`src/rtl/mdc_r2_trivial_stage.sv`:
```
// -----------------------------------------------------------------------------
// mdc_r2_trivial_stage
//   Radix-2 MDC FFT stage whose twiddles are trivial (1 and -j, or +j when
//   running the inverse transform).  A 2-lane complex stream is registered,
//   passed through a butterfly, lane 1 is rotated on alternate ROT_SPAN-sample
//   blocks, and the lanes are reordered by an L_STAGE-deep delay-commutator.
//
//   Pipeline:  S0 input register -> S1 butterfly/rotate/commutate (comb)
//              -> L_STAGE delay lines -> output register
//   Latency i_valid -> o_valid is L_STAGE+2 cycles.
//
//   Build option MDC_R2_ROUND_SCALE_EN:
//     defined     : every output part is (v+1)>>>1 of the S1 value,
//                   NB_OUTPUT = NB_INPUT
//     not defined : exact outputs, NB_OUTPUT = NB_INPUT+1
// -----------------------------------------------------------------------------
module mdc_r2_trivial_stage #(
    parameter int NB_INPUT  = 10,
`ifdef MDC_R2_ROUND_SCALE_EN
    parameter int NB_OUTPUT = 10,
`else
    parameter int NB_OUTPUT = 11,
`endif
    parameter int L_STAGE   = 1,
    parameter int ROT_SPAN  = 1
) (
    input  logic                        i_clk,
    input  logic                        i_rst,
    input  logic                        i_inverse,
    input  logic                        i_valid,
    input  logic signed [NB_INPUT-1:0]  i_data1_r,
    input  logic signed [NB_INPUT-1:0]  i_data1_i,
    input  logic signed [NB_INPUT-1:0]  i_data2_r,
    input  logic signed [NB_INPUT-1:0]  i_data2_i,
    output logic                        o_valid,
    output logic signed [NB_OUTPUT-1:0] o_data1_r,
    output logic signed [NB_OUTPUT-1:0] o_data1_i,
    output logic signed [NB_OUTPUT-1:0] o_data2_r,
    output logic signed [NB_OUTPUT-1:0] o_data2_i
);

    // butterfly width: one growth bit, never overflows
    localparam int NBS = NB_INPUT + 1;
    // rc counts 0..2*ROT_SPAN-1, sc counts 0..2*L_STAGE-1
    localparam int RCW = $clog2(2 * ROT_SPAN);
    localparam int SCW = $clog2(2 * L_STAGE);

    // -------------------------------------------------------------------------
    // helpers
    // -------------------------------------------------------------------------
    function automatic logic signed [NBS-1:0] sx(input logic signed [NB_INPUT-1:0] v);
        return {v[NB_INPUT-1], v};
    endfunction

    // -(-2^NB_INPUT) is not representable; clamp it to the positive maximum
    function automatic logic signed [NBS-1:0] neg_sat(input logic signed [NBS-1:0] v);
        if (v == {1'b1, {(NBS-1){1'b0}}})
            return {1'b0, {(NBS-1){1'b1}}};
        return -v;
    endfunction

    // S1 value -> output format (optional round-half-up halving)
    function automatic logic signed [NB_OUTPUT-1:0] fmt(input logic signed [NBS-1:0] v);
`ifdef MDC_R2_ROUND_SCALE_EN
        logic signed [NBS:0] t;
        t = ($signed({v[NBS-1], v}) + $signed((NBS+1)'(1))) >>> 1;
        // only the saturated +max input can round up past the output range
        if (!t[NBS] && t[NB_OUTPUT-1])
            return {1'b0, {(NB_OUTPUT-1){1'b1}}};
        return t[NB_OUTPUT-1:0];
`else
        return v;
`endif
    endfunction

    // -------------------------------------------------------------------------
    // S0: input register
    // -------------------------------------------------------------------------
    logic                       s0_valid;
    logic                       s0_inv;
    logic signed [NB_INPUT-1:0] s0_x0_r, s0_x0_i, s0_x1_r, s0_x1_i;

    // capture the input pair together with its valid and direction
    always_ff @(posedge i_clk or posedge i_rst) begin
        if (i_rst) begin
            s0_valid <= 1'b0;
            s0_inv   <= 1'b0;
            s0_x0_r  <= '0;
            s0_x0_i  <= '0;
            s0_x1_r  <= '0;
            s0_x1_i  <= '0;
        end else begin
            s0_valid <= i_valid;
            s0_inv   <= i_inverse;
            s0_x0_r  <= i_data1_r;
            s0_x0_i  <= i_data1_i;
            s0_x1_r  <= i_data2_r;
            s0_x1_i  <= i_data2_i;
        end
    end

    // -------------------------------------------------------------------------
    // S1: butterfly, rotation, commutator switch
    // -------------------------------------------------------------------------
    logic [RCW-1:0] rc;
    logic [SCW-1:0] sc;

    // sample position within the frame; a valid gap restarts both counters
    always_ff @(posedge i_clk or posedge i_rst) begin
        if (i_rst) begin
            rc <= '0;
            sc <= '0;
        end else if (s0_valid) begin
            rc <= rc + RCW'(1);
            sc <= sc + SCW'(1);
        end else begin
            rc <= '0;
            sc <= '0;
        end
    end

    logic signed [NBS-1:0] s1_a_r, s1_a_i, s1_b_r, s1_b_i;
    logic signed [NBS-1:0] s1_bp_r, s1_bp_i;

    assign s1_a_r = sx(s0_x0_r) + sx(s0_x1_r);
    assign s1_a_i = sx(s0_x0_i) + sx(s0_x1_i);
    assign s1_b_r = sx(s0_x0_r) - sx(s0_x1_r);
    assign s1_b_i = sx(s0_x0_i) - sx(s0_x1_i);

    // second half of each 2*ROT_SPAN block gets -j (forward) or +j (inverse)
    always_comb begin
        s1_bp_r = s1_b_r;
        s1_bp_i = s1_b_i;
        if (rc[RCW-1]) begin
            if (!s0_inv) begin
                s1_bp_r = s1_b_i;
                s1_bp_i = neg_sat(s1_b_r);
            end else begin
                s1_bp_r = neg_sat(s1_b_i);
                s1_bp_i = s1_b_r;
            end
        end
    end

    logic signed [NB_OUTPUT-1:0] s1_af_r, s1_af_i, s1_bf_r, s1_bf_i;

    assign s1_af_r = fmt(s1_a_r);
    assign s1_af_i = fmt(s1_a_i);
    assign s1_bf_r = fmt(s1_bp_r);
    assign s1_bf_i = fmt(s1_bp_i);

    // -------------------------------------------------------------------------
    // delay-commutator
    // -------------------------------------------------------------------------
    logic signed [NB_OUTPUT-1:0] a_dly_r [L_STAGE];
    logic signed [NB_OUTPUT-1:0] a_dly_i [L_STAGE];
    logic signed [NB_OUTPUT-1:0] y_dly_r [L_STAGE];
    logic signed [NB_OUTPUT-1:0] y_dly_i [L_STAGE];
    logic [L_STAGE-1:0]          v_dly;

    logic                        sw;
    logic signed [NB_OUTPUT-1:0] x_r, x_i, y_r, y_i;

    assign sw = sc[SCW-1];

    // sw=0: lane0 takes delayed A, B enters the lane-1 delay; sw=1: swapped
    always_comb begin
        x_r = a_dly_r[L_STAGE-1];
        x_i = a_dly_i[L_STAGE-1];
        y_r = s1_bf_r;
        y_i = s1_bf_i;
        if (sw) begin
            x_r = s1_bf_r;
            x_i = s1_bf_i;
            y_r = a_dly_r[L_STAGE-1];
            y_i = a_dly_i[L_STAGE-1];
        end
    end

    // L_STAGE-deep shift lines for A, for the lane-1 stream and for valid
    always_ff @(posedge i_clk or posedge i_rst) begin
        if (i_rst) begin
            for (int k = 0; k < L_STAGE; k++) begin
                a_dly_r[k] <= '0;
                a_dly_i[k] <= '0;
                y_dly_r[k] <= '0;
                y_dly_i[k] <= '0;
            end
            v_dly <= '0;
        end else begin
            a_dly_r[0] <= s1_af_r;
            a_dly_i[0] <= s1_af_i;
            y_dly_r[0] <= y_r;
            y_dly_i[0] <= y_i;
            v_dly[0]   <= s0_valid;
            for (int k = 1; k < L_STAGE; k++) begin
                a_dly_r[k] <= a_dly_r[k-1];
                a_dly_i[k] <= a_dly_i[k-1];
                y_dly_r[k] <= y_dly_r[k-1];
                y_dly_i[k] <= y_dly_i[k-1];
                v_dly[k]   <= v_dly[k-1];
            end
        end
    end

    // -------------------------------------------------------------------------
    // output register
    // -------------------------------------------------------------------------
    // data only loads with a valid token so it holds across gaps
    always_ff @(posedge i_clk or posedge i_rst) begin
        if (i_rst) begin
            o_valid   <= 1'b0;
            o_data1_r <= '0;
            o_data1_i <= '0;
            o_data2_r <= '0;
            o_data2_i <= '0;
        end else begin
            o_valid <= v_dly[L_STAGE-1];
            if (v_dly[L_STAGE-1]) begin
                o_data1_r <= x_r;
                o_data1_i <= x_i;
                o_data2_r <= y_dly_r[L_STAGE-1];
                o_data2_i <= y_dly_i[L_STAGE-1];
            end
        end
    end

endmodule

```
`config.mk`:
```
export PLATFORM = sky130hd
export DESIGN_NAME = mdc_r2_trivial_stage
export DESIGN_NICKNAME = d
export VERILOG_FILES = /design/src/rtl/mdc_r2_trivial_stage.sv
export SDC_FILE = /design/constraint.sdc
export NUM_CORES = 1
export LEC_CHECK = 0
export CAP_MARGIN = 20
export CORE_MARGIN = 1.5
export CORE_UTILIZATION = 46
export CTS_CLUSTER_SIZE = 20
export DETAILED_ROUTE_END_ITERATION = 12
export PLACE_DENSITY = 0.77
export SETUP_SLACK_MARGIN = 0.05
export SYNTH_ARGS = -nofsm -noshare
export SYNTH_HDL_FRONTEND = slang
export SYNTH_SLANG_ARGS = --single-unit
```
`constraint.sdc`:
```
create_clock -name i_clk -period 12.3 [get_ports i_clk]
set_input_delay 2.46 -clock i_clk [delete_from_list [all_inputs] [get_ports i_clk]]
set_output_delay 2.46 -clock i_clk [all_outputs]
set_load 0.03 [all_outputs]
```
==> impl_results.md, run 1 <==
- DR vias: 5,402
- Ratio of cells with drive above 1 in the final layout: 0.0933
- Crit. End Element: output pin
- GR Overflow Total: 0
- Total Wirelength: 16,300 µm
- Critical path's slowest cell: clkdlybuf4s50_1
- Synth warn: 0
- Final setup fails: 0
- Max clock buf depth: 2
- PwrDens: 170 nW/µm²
- Post-route non-filler standard cell count: 956
- Period Utilization, post-route: 0.323
- Setup_tns: 0 ns
- Hold Path Class: reg2reg
- Outcome: finished, final reports clean
- Main synth FF type: dfrtp_1
- Clock Latency Late Sink: 0.43 ns
- DRC errors left: 0
- Startpoint Class: flip-flop
- Ys async rst share: 1.00
- Post-CTS Resized: 0
- Initial antenna violation count: 0
- TritonRoute pass-1 iters: 5
- Filler instances: 1,228
- Routed Antenna Nets: 0
- CTS tree: built
- Vias in the first global route: 5,331
- P_leak: 3.73 nW
- Clk slew on worst S/H paths: 0.06 ns
- CP Buf/Inv Count: 1
- Post-Syn Nets: 774
- Placed Cells incl. Taps: 924
- CP Cell Sequence: clkdlybuf4s50_1
- Worst VDD drop: 98.6 µV
- Die Ht: 126 µm
- Clock tree root driver cell: clkbuf_16
- Synth area leader: dfrtp_1
- Hold buffers post-CTS: 0
- RSZ-0062 raised after global routing: no
- GRT Overall Usage: 0.214
- Nets: 849
- Die X: 126 µm
- Cell Area, Synth: 6990 µm²
- Routed vias/inst: 5.65
- Worst Path Class, Setup: reg2out
- Clock skew: 0.00772 ns
- Period minus WS final: 3.97 ns
- Initial Util: 0.476
- Port-buffer cells: 88
- Post-synth EDFFs: 0
- First-pass GRT wire length: 26,700 µm
- Synthesis-to-finish area growth: 22.8%
- Register area share after synthesis: 0.480
- Clk sink count: 134
- Slowest cell delay on critical path: 0.69 ns
- Mapped Cells: 684
- Gp weighted congestion: 0.891
- DRT iter0 DRCs: 318
- Yosys top cell area share: 0.480
- Peak Freq: 252 MHz
- Placement Setup Slack: 7.80 ns
- Syn avg cell area: 10.2 µm²
- Cell row count: 44
- IO Pins: 89
- Post-CTS setup buffer count: 0
- CP top delay family: buffers and inverters
- Wire per inst: 17.0 µm
- Yosys reg bits: 134
- Pin count of the biggest net entering global routing: 76
- H-tree depth: 4
- Number of max-cap violations: 0
- Crit path max fanout: 2
- Critical path data arrival time: 1.51 ns
- Synth top area cells: dfrtp_1 48%, ha_1 7.5%, a21oi_1 4.2%, mux2_2 3.5%, nor2_1 2.8%
- Worst-Margin Slew: 0.930 ns
- Post-DP HPWL: 11,700 µm
- Final WS setup: 8.33 ns
- Die area: 16,000 µm²
- Slew margin rel.: 0.380
- Final slew viol count: 0
- CORE AREA: 14,700 µm²
- Final Hold Viols: 0
- Post-layout power: 1.46 mW
- Number of diodes: 0
- CTS Buf Count: 17
- Library cells used by synthesis: 70
- Required @ worst endpoint: 9.84 ns
state kept, by name, summed over array words and instances, names as in the netlist, 10 cells and up:
register / flops
o_data2_i: 11
s0_x1_r: 10
a_dly_r: 11
y_dly_r: 11
s0_x0_r: 10
s0_x0_i: 10
o_data1_i: 11
o_data1_r: 11
s0_x1_i: 10
y_dly_i: 11
a_dly_i: 11
o_data2_r: 11
synth_stat cells (3+ instances only):
cell type,n
nand2b_1,6
nand2_1,36
o21ai_1,11
nand3_1,6
clkbuf_1,21
o21ai_0,34
buf_1,4
and2_1,6
buf_2,7
or3_1,4
nor2b_1,18
inv_1,49
o22ai_1,8
a21o_1,6
nor3b_1,3
a31oi_1,5
o21bai_1,7
o211ai_1,5
nor2_1,53
a21oi_1,59
a211oi_2,4
mux2i_1,3
a221o_1,4
a22oi_1,13
nor3_1,10
xor2_1,13
mux2_2,22
o31ai_1,17
xnor2_1,17
ha_1,42
o211a_1,3
a211oi_1,5
dfrtp_1,134
a2111oi_0,4
fa_1,4
per-layer routing:
metal  track usage  wire length, µm
met1         0.281             7310
met5             0                0
met3        0.0375              769
met2         0.344             7580
met4         0.110              611
power breakdown:
group	internal (mW)	switching [mW]
Combinational	0.160	0.226
Sequential	0.510	0.0389
Clock	0.328	0.201
through the flow:
stage	util	hold slack [ns]	instance area, µm²
after global placement	0.542	0.415	7970
after CTS	0.584	0.439	8590
after floorplan	-	0.352	6990
after detailed placement	0.542	0.411	7970
after global routing	0.584	0.459	8590
final	0.584	0.445	8590
cell usage in the layout, fill, tap and decap left out, types with 4 or more instances in the layout:
cell type          n
clkinv_4           4
a21o_1             6
o21bai_1           7
a31oi_1            5
a221o_1            4
nor2b_1           18
o21ai_0           34
and2_1             6
a22oi_1           13
nor2_1            53
o21ai_1           11
ha_1              42
a2111oi_0          4
inv_6              4
dfrtp_1          134
inv_1             48
o22ai_1            8
o31ai_1           17
fa_1               4
or3_1              4
nand3_1            6
xor2_1            13
nand2b_1           6
o211ai_1           5
nor3_1            10
xnor2_1           17
mux2_2            22
a21oi_1           59
a211oi_2           4
clkbuf_16         17
clkdlybuf4s50_1   88
nand2_1           36
a211oi_1           5
cell type report:
| type | count | area, µm² | share of cell area |
|---|---|---|---|
| Timing Repair Buffer | 91 | 903 | 0.105 |
| Tap cell | 184 | 230 | 0.0268 |
| Sequential cell | 134 | 3350 | 0.390 |
| Multi-Input combinational cell | 464 | 3290 | 0.383 |
| Inverter | 51 | 194 | 0.0226 |
| Clock inverter | 12 | 168 | 0.0195 |
| Clock buffer | 20 | 447 | 0.0520 |
cells by family after synthesis:
logic type	share of synthesized area
AO/OA/AOI/OAI	0.198
flip-flops	0.480
multiplexers	0.0397
AND/OR/NAND/NOR	0.107
XOR/XNOR	0.0399
buffers and inverters	0.0496
adder cells (fa/ha/maj)	0.0866
path summary, 6_finish.rpt:
check	from	to	slack, ns	cells after the start
worst max-delay path	o_data1_i[1]	o_data1_i[1]	8.33	1
worst min-delay path	s0_valid	v_dly	0.45	0
max in group asynchronous	i_rst	o_data2_r[7]	8.34	3
worst min register to register	s0_valid	v_dly	0.45	0
min in group asynchronous	i_rst	o_data2_r[2]	2.51	2
worst max register to register	s0_x0_r[0]	y_dly_i[3]	8.60	10
Power figures use the tool's default switching activity.
==> run 2: changes to the inputs <==
--- a/config.mk
+++ b/config.mk
@@ -10,7 +10,7 @@
 export CORE_UTILIZATION = 46
 export CTS_CLUSTER_SIZE = 20
 export DETAILED_ROUTE_END_ITERATION = 12
-export PLACE_DENSITY = 0.77
+export PLACE_DENSITY = 0.8
 export SETUP_SLACK_MARGIN = 0.05
 export SYNTH_ARGS = -nofsm -noshare
 export SYNTH_HDL_FRONTEND = slang
==> constraint.sdc (replaced) <==
create_clock -name i_clk -period 3.6 [get_ports i_clk]
set_input_delay 0.72 -clock i_clk [delete_from_list [all_inputs] [get_ports i_clk]]
set_output_delay 0.72 -clock i_clk [all_outputs]
set_load 0.03 [all_outputs]
==> run 2 against run 1 <==
Count of clock-buffer cells in the layout unchanged; clock power increased to 3.1 times the previous value; sequential power increased to 3.4 times the previous value; design area increased by 0.41%; final cell count increased by 0.94%; clock skew increased by 0.0072 ns; critical path depth increased by 10; global-route usage decreased by 0.38 points; critical endpoint is now o_data1_r[1]; largest cell class unchanged; largest power group unchanged.
==> impl_results.md, run 2 (synthesis gave the netlist of run 1 again) <==
- Met3 Resource Use GR: 0.0456 (+0.00801)
- Required @ worst endpoint: 3.87 ns (-5.97 ns)
- Cell row count: 44 (unchanged)
- Crit path max fanout: 12 (+10)
- Clk sink count: 134 (unchanged)
- Hold path depth: 0 (unchanged)
- Post-layout power: 4.88 mW (+230%)
- Crit. End Element: flip-flop
- CTS Buf Count: 17 (unchanged)
- CTS tree: built
- Max clock buf depth: 2 (unchanged)
- Hold Path Class: reg2reg
- Pin count of the biggest net entering global routing: 51 (-33%)
- Register area: 3350 µm² (unchanged)
- Startpoint Class: flip-flop
- RSZ-0062 raised after global routing: no
- P_leak: 3.75 nW (+0.57%)
- Gp weighted congestion: 0.940 (+5.4%)
- Clock Latency Late Sink: 0.43 ns (about the same)
- Worst VDD drop: 284 µV (+190%)
- Worst Path Class, Setup: reg2reg
- Clock tree root driver cell: clkbuf_16
- H-tree depth: 4 (unchanged)
- Clk slew on worst S/H paths: 0.06 ns (about the same)
- Filler instances: 1,228 (unchanged)
- Vias in the first global route: 5,165 (-3.1%)
- Layer with the highest usage: met2
- Number of max-cap violations: 0 (unchanged)
- GR Overflow Total: 0 (unchanged)
- TritonRoute pass-1 iters: 5 (unchanged)
- Synthesis-to-finish area growth: 23.3%
- Slew margin rel.: 0.405 (+0.0242)
- Die Ht: 126 µm (unchanged)
- Setup_tns: 0 ns (unchanged)
- DRT iter0 DRCs: 333 (+4.7%)
- CORE AREA: 14,700 µm² (unchanged)
- Post-CTS setup buffer count: 0 (unchanged)
- Clock skew: 0.0149 ns (+0.00718 ns)
- Final slew viol count: 0 (unchanged)
- Ratio of cells with drive above 1 in the final layout: 0.105 (+0.0117)
- DR vias: 5,327 (-1.4%)
- Period minus WS final: 3.24 ns
- Port-buffer cells: 88 (unchanged)
- Met2 Resource Use GR: 0.329 (-0.0145)
- Period Utilization, post-route: 0.900
- First-pass GRT wire length: 26,300 µm (-1.5%)
- Total Wirelength: 15,800 µm (-2.7%)
- Die X: 126 µm (unchanged)
- Routed Antenna Nets: 0 (unchanged)
- Final setup fails: 0 (unchanged)
- Path depth of the worst reg2reg path: 11 (+1)
- Outcome: finished, final reports clean
- Worst-Margin Slew: 0.890 ns (-0.0396 ns)
- Number of diodes: 0 (unchanged)
- Wire per inst: 16.4 µm (-3.6%)
- Critical path data arrival time: 3.51 ns (+2.00 ns)
- Hold buffers post-CTS: 0 (unchanged)
- Initial antenna violation count: 0 (unchanged)
- Commonest non-fill, non-tap cell in the layout: dfrtp_1
- Area of the multi-input gates: 3290 µm² (about the same)
- PwrDens: 566 nW/µm² (+230%)
- Nets: 858 (+1.1%)
- Post-DP HPWL: 11,700 µm (-0.36%)
- Die area: 16,000 µm² (unchanged)
- Peak Freq: 309 MHz
- DRC errors left: 0 (unchanged)
- Routed vias/inst: 5.52 (-2.3%)
- Post-CTS Resized: 0 (unchanged)
- GRT Overall Usage: 0.210 (-0.00382)
- Most frequent cells in the layout: 134 x dfrtp_1, 88 x clkdlybuf4s50_1, 59 x a21oi_1, 53 x nor2_1, 48 x inv_1
- Initial Util: 0.476 (unchanged)
- Met1 Use GR: 0.290 (+0.00820)
- Final Hold Viols: 0 (unchanged)
- IO Pins: 89 (unchanged)
-- run 2: final cells by class --
| type | count | share of cell area |
|---|---|---|
| sequential | 134 | 0.389 |
| clock buffer | 20 | 0.0518 |
| timing repair buffer | 100 | 0.114 |
| inverter | 51 | 0.0226 |
| tap | 184 | 0.0267 |
| multi-input combinational | 464 | 0.382 |
| clock inverter | 12 | 0.0139 |
-- run 2: worst max-delay path, cell delays in order (launching register included) --
cell and delay (ns):
dfrtp_1 0.34, inv_1 0.05, ha_1 0.22, fa_1 0.42, and2b_1 0.29, o21ai_0 0.18, a2bb2oi_1 0.26, xor2_1 0.36
nor4_2 0.11, a41o_2 0.39, a211oi_1 0.35, o31ai_1 0.12
-- run 2: metal layers --
| metal | vias to the layer above | part of all wire |
|---|---|---|
| met1 | 2557 | 0.47 |
| met2 | 169 | 0.46 |
| met5 | - | 0 |
| met3 | 29 | 0.046 |
| met4 | 0 | 0.022 |
| li1 | 2572 | - |
-- run 2: power by group --
part	switching, mW	total [mW]	internal (mW)
clock	0.678	1.66	0.979
sequential	0.151	1.89	1.74
combinational	0.763	1.33	0.566
-- run 2: stage by stage --
stage          setup WS, ns  utilization  hold WS (ns)  cells  cell area, µm²
2_1_floorplan         0.714            -         0.352    684            7000
3_3_place_gp          0.370        0.548         0.407    933            8060
3_5_place_dp          0.276        0.548         0.399    933            8060
4_1_cts               0.260        0.587         0.428    965            8620
5_1_grt               0.118        0.587         0.449    965            8620
6_report              0.360        0.587         0.426    965            8620
-- run 2: worst paths after layout --
path,startpoint,to,slack [ns]
max,s0_x0_i[0],o_data1_r[1],0.36
min,s0_valid,v_dly,0.43
max reg2reg,s0_x0_i[0],o_data1_r[1],0.36
min reg2reg,s0_valid,v_dly,0.43
max in group asynchronous,i_rst,s0_x1_i[6],2.09
min in group asynchronous,i_rst,y_dly_i[3],0.69
==> run 3: changes to the inputs <==
--- a/config.mk
+++ b/config.mk
@@ -10,6 +10,7 @@
 export CORE_UTILIZATION = 46
 export CTS_CLUSTER_SIZE = 20
 export DETAILED_ROUTE_END_ITERATION = 12
+export MAX_ROUTING_LAYER = met4
 export PLACE_DENSITY = 0.8
 export SETUP_SLACK_MARGIN = 0.05
 export SYNTH_ARGS = -nofsm -noshare
==> run 3 against run 2 <==
Via count increased by 1.9%; register-to-register slack lost 0.12 ns; design area up 0.99%; global-route usage is 1.1 points higher; critical endpoint unchanged.
==> impl_results.md, run 3 (synthesis gave the netlist of run 1 again) <==
- Outcome: finished, final reports clean
- Wire per inst: 16.6 µm (+1.4%)
- Period minus WS final: 3.36 ns (+0.121 ns)
- Nets: 858 (unchanged)
- GR Overflow Total: 0 (unchanged)
- WHS: 0.427 ns (+0.00177 ns)
- Clock skew: 0.00705 ns (-0.00786 ns)
- Period Utilization, post-route: 0.933 (+0.0335)
- Total Wirelength: 16,100 µm (+1.4%)
- Worst Path Class, Setup: reg2reg
- Worst VDD drop: 355 µV (+25%)
- Number of diodes: 0 (unchanged)
- GRT Overall Usage: 0.221 (+0.0110)
- Startpoint Class: flip-flop
- Clk sink count: 134 (unchanged)
- Die area: 16,000 µm² (unchanged)
- Clock Latency Late Sink: 0.43 ns (about the same)
- Hold Path Class: reg2reg
- TritonRoute pass-1 iters: 6 (+1)
- CP dominant cell by count: ha_1
- Crit. End Element: flip-flop
- Worst-Margin Slew: 0.880 ns (-0.00987 ns)
- Number of max-cap violations: 0 (unchanged)
- DRT iter0 DRCs: 365 (+9.6%)
- Crit path max fanout: 12 (unchanged)
- Die Ht: 126 µm (unchanged)
- Peak Freq: 298 MHz (-3.6%)
- CORE AREA: 14,700 µm² (unchanged)
- Design Area, Final: 8710 µm² (+0.99%)
- Port-buffer cells: 88 (unchanged)
- PwrDens: 591 nW/µm² (+4.4%)
- RSZ-0062 raised after global routing: no
- Final slew viol count: 0 (unchanged)
- Flop pwr share: 0.368 (-0.020)
- Final WS setup: 0.240 ns (-0.121 ns)
- Pin count of the biggest net entering global routing: 49 (-3.9%)
- Most frequent cells in the layout: 134 x dfrtp_1, 88 x clkdlybuf4s50_1, 59 x a21oi_1, 53 x nor2_1, 48 x inv_1
- Post-Place Cell Area: 8060 µm² (unchanged)
- Routed Antenna Nets: 0 (unchanged)
- Required @ worst endpoint: 3.88 ns (about the same)
- DR vias: 5,427 (+1.9%)
- Max clock buf depth: 2 (unchanged)
- Ratio of cells with drive above 1 in the final layout: 0.106 (+0.00128)
- Initial antenna violation count: 0 (unchanged)
- Critical path's slowest cell: fa_1
- Post-DP HPWL: 11,800 µm (+1.1%)
- H-tree depth: 4 (unchanged)
- Die X: 126 µm (unchanged)
- Int Pwr: 3.54 mW (+7.8%)
- Cell row count: 44 (unchanged)
- Final Hold Viols: 0 (unchanged)
- Initial Util: 0.476 (unchanged)
- CTS tree: built
- Clk slew on worst S/H paths: 0.06 ns (about the same)
- Vias in the first global route: 5,217 (+1.0%)
- Comb power frac: 0.260 (-0.012)
- Clock tree root driver cell: clkbuf_16
- Gp weighted congestion: 0.961 (+2.2%)
- Synthesis-to-finish area growth: 24.5%
- Slowest cell delay on critical path: 0.51 ns (+0.09 ns)
- Clock Power Share: 0.372 (+0.032)
- IO Pins: 89 (unchanged)
- CP Cell Sequence: inv_1 -> ha_1 -> fa_1 -> ha_1 -> o211a_1 -> o311ai_0 -> or3_1 -> nor4_2 -> a41o_2 -> a211oi_1 -> o31ai_1
- Reg2Reg Setup Slack: 0.24 ns (-0.12 ns)
- Final setup fails: 0 (unchanged)
- DRC errors left: 0 (unchanged)
- Critical path data arrival time: 3.64 ns (+0.13 ns)
- Placement Setup Slack: 0.186 ns (-0.0899 ns)
- Slew margin rel.: 0.411 (+0.00660)
- First-pass GRT wire length: 26,700 µm (+1.5%)
- P_sw: 1.60 mW (+0.40%)
- Post-layout power: 5.14 mW (+5.4%)
- P_leak: 3.79 nW (+1.0%)
- CTS Buf Count: 17 (unchanged)
- Routed vias/inst: 5.62 (+1.9%)
- Hold buffers post-CTS: 0 (unchanged)
- Switching share of power: 0.311 (-0.0155)
- Setup_tns: 0 ns (unchanged)
- Commonest non-fill, non-tap cell in the layout: dfrtp_1
run 3: cell types whose count changed in the layout (fill, tap and decap cells not counted):
cell and delta:
clkbuf_1 -1, o311ai_1 -1, inv_6 -2, clkbuf_8 -1
bufinv_16 +4, o311ai_0 +1
run 3: power groups by stage:
stage / Sequential [mW] / Combinational (mW) / Clock (mW)
finish: 1.89 / 1.34 / 1.91
global route: 1.92 / 1.44 / 2.03
CTS: 1.89 / 1.33 / 1.94
detailed placement: 1.92 / 1.33 / 0
global placement: 1.91 / 1.31 / 0
floorplan: 2.09 / 0.639 / 0
run 3: stage by stage:
step | instances | util
final | 965 | 0.592
after global placement | 933 | 0.548
after detailed placement | 933 | 0.548
after CTS | 965 | 0.592
after global routing | 965 | 0.592
after floorplan | 684 | -
run 3: cell type report:
type	instances	area [µm²]
multi-input cells	464	3290
flip-flops and latches	134	3350
well taps	184	230
clock buffers	18	429
repair buffers	100	983
clock inverters	14	223
inverters	51	195
fillers	1194	5990
run 3: final timing paths:
check,startpoint,end,cells past startpoint
max reg2reg,s0_x0_i[0],o_data1_r[1],11
min,s0_valid,v_dly,0
min in group asynchronous,i_rst,o_data2_r[3],2
min reg2reg,s0_valid,v_dly,0
max in group asynchronous,i_rst,s0_x1_i[7],3
max,s0_x0_i[0],o_data1_r[1],11
run 3: routing by layer:
layer | vias to the layer above | wire, µm | global-route usage | part of all wire
met5 | - | 0 | - | 0
met4 | 0 | 348 | 0.0805 | 0.022
met3 | 25 | 823 | 0.0464 | 0.051
met2 | 188 | 7540 | 0.332 | 0.47
met1 | 2637 | 7350 | 0.299 | 0.46
li1 | 2577 | - | - | -
run 3: timing repair:
action	4_1_cts	5_1_grt
buffers inserted	0	0
endpoints found under the setup margin	0	14
resized for setup	0	1
run 3: critical path, delay by kind of cell, from the launching register on:
family	cells	cell delay, ns
flops	1	0.36
compound gates	5	1.51
simple gates	2	0.30
buf+inv	1	0.05
fa+ha+maj	3	1.00
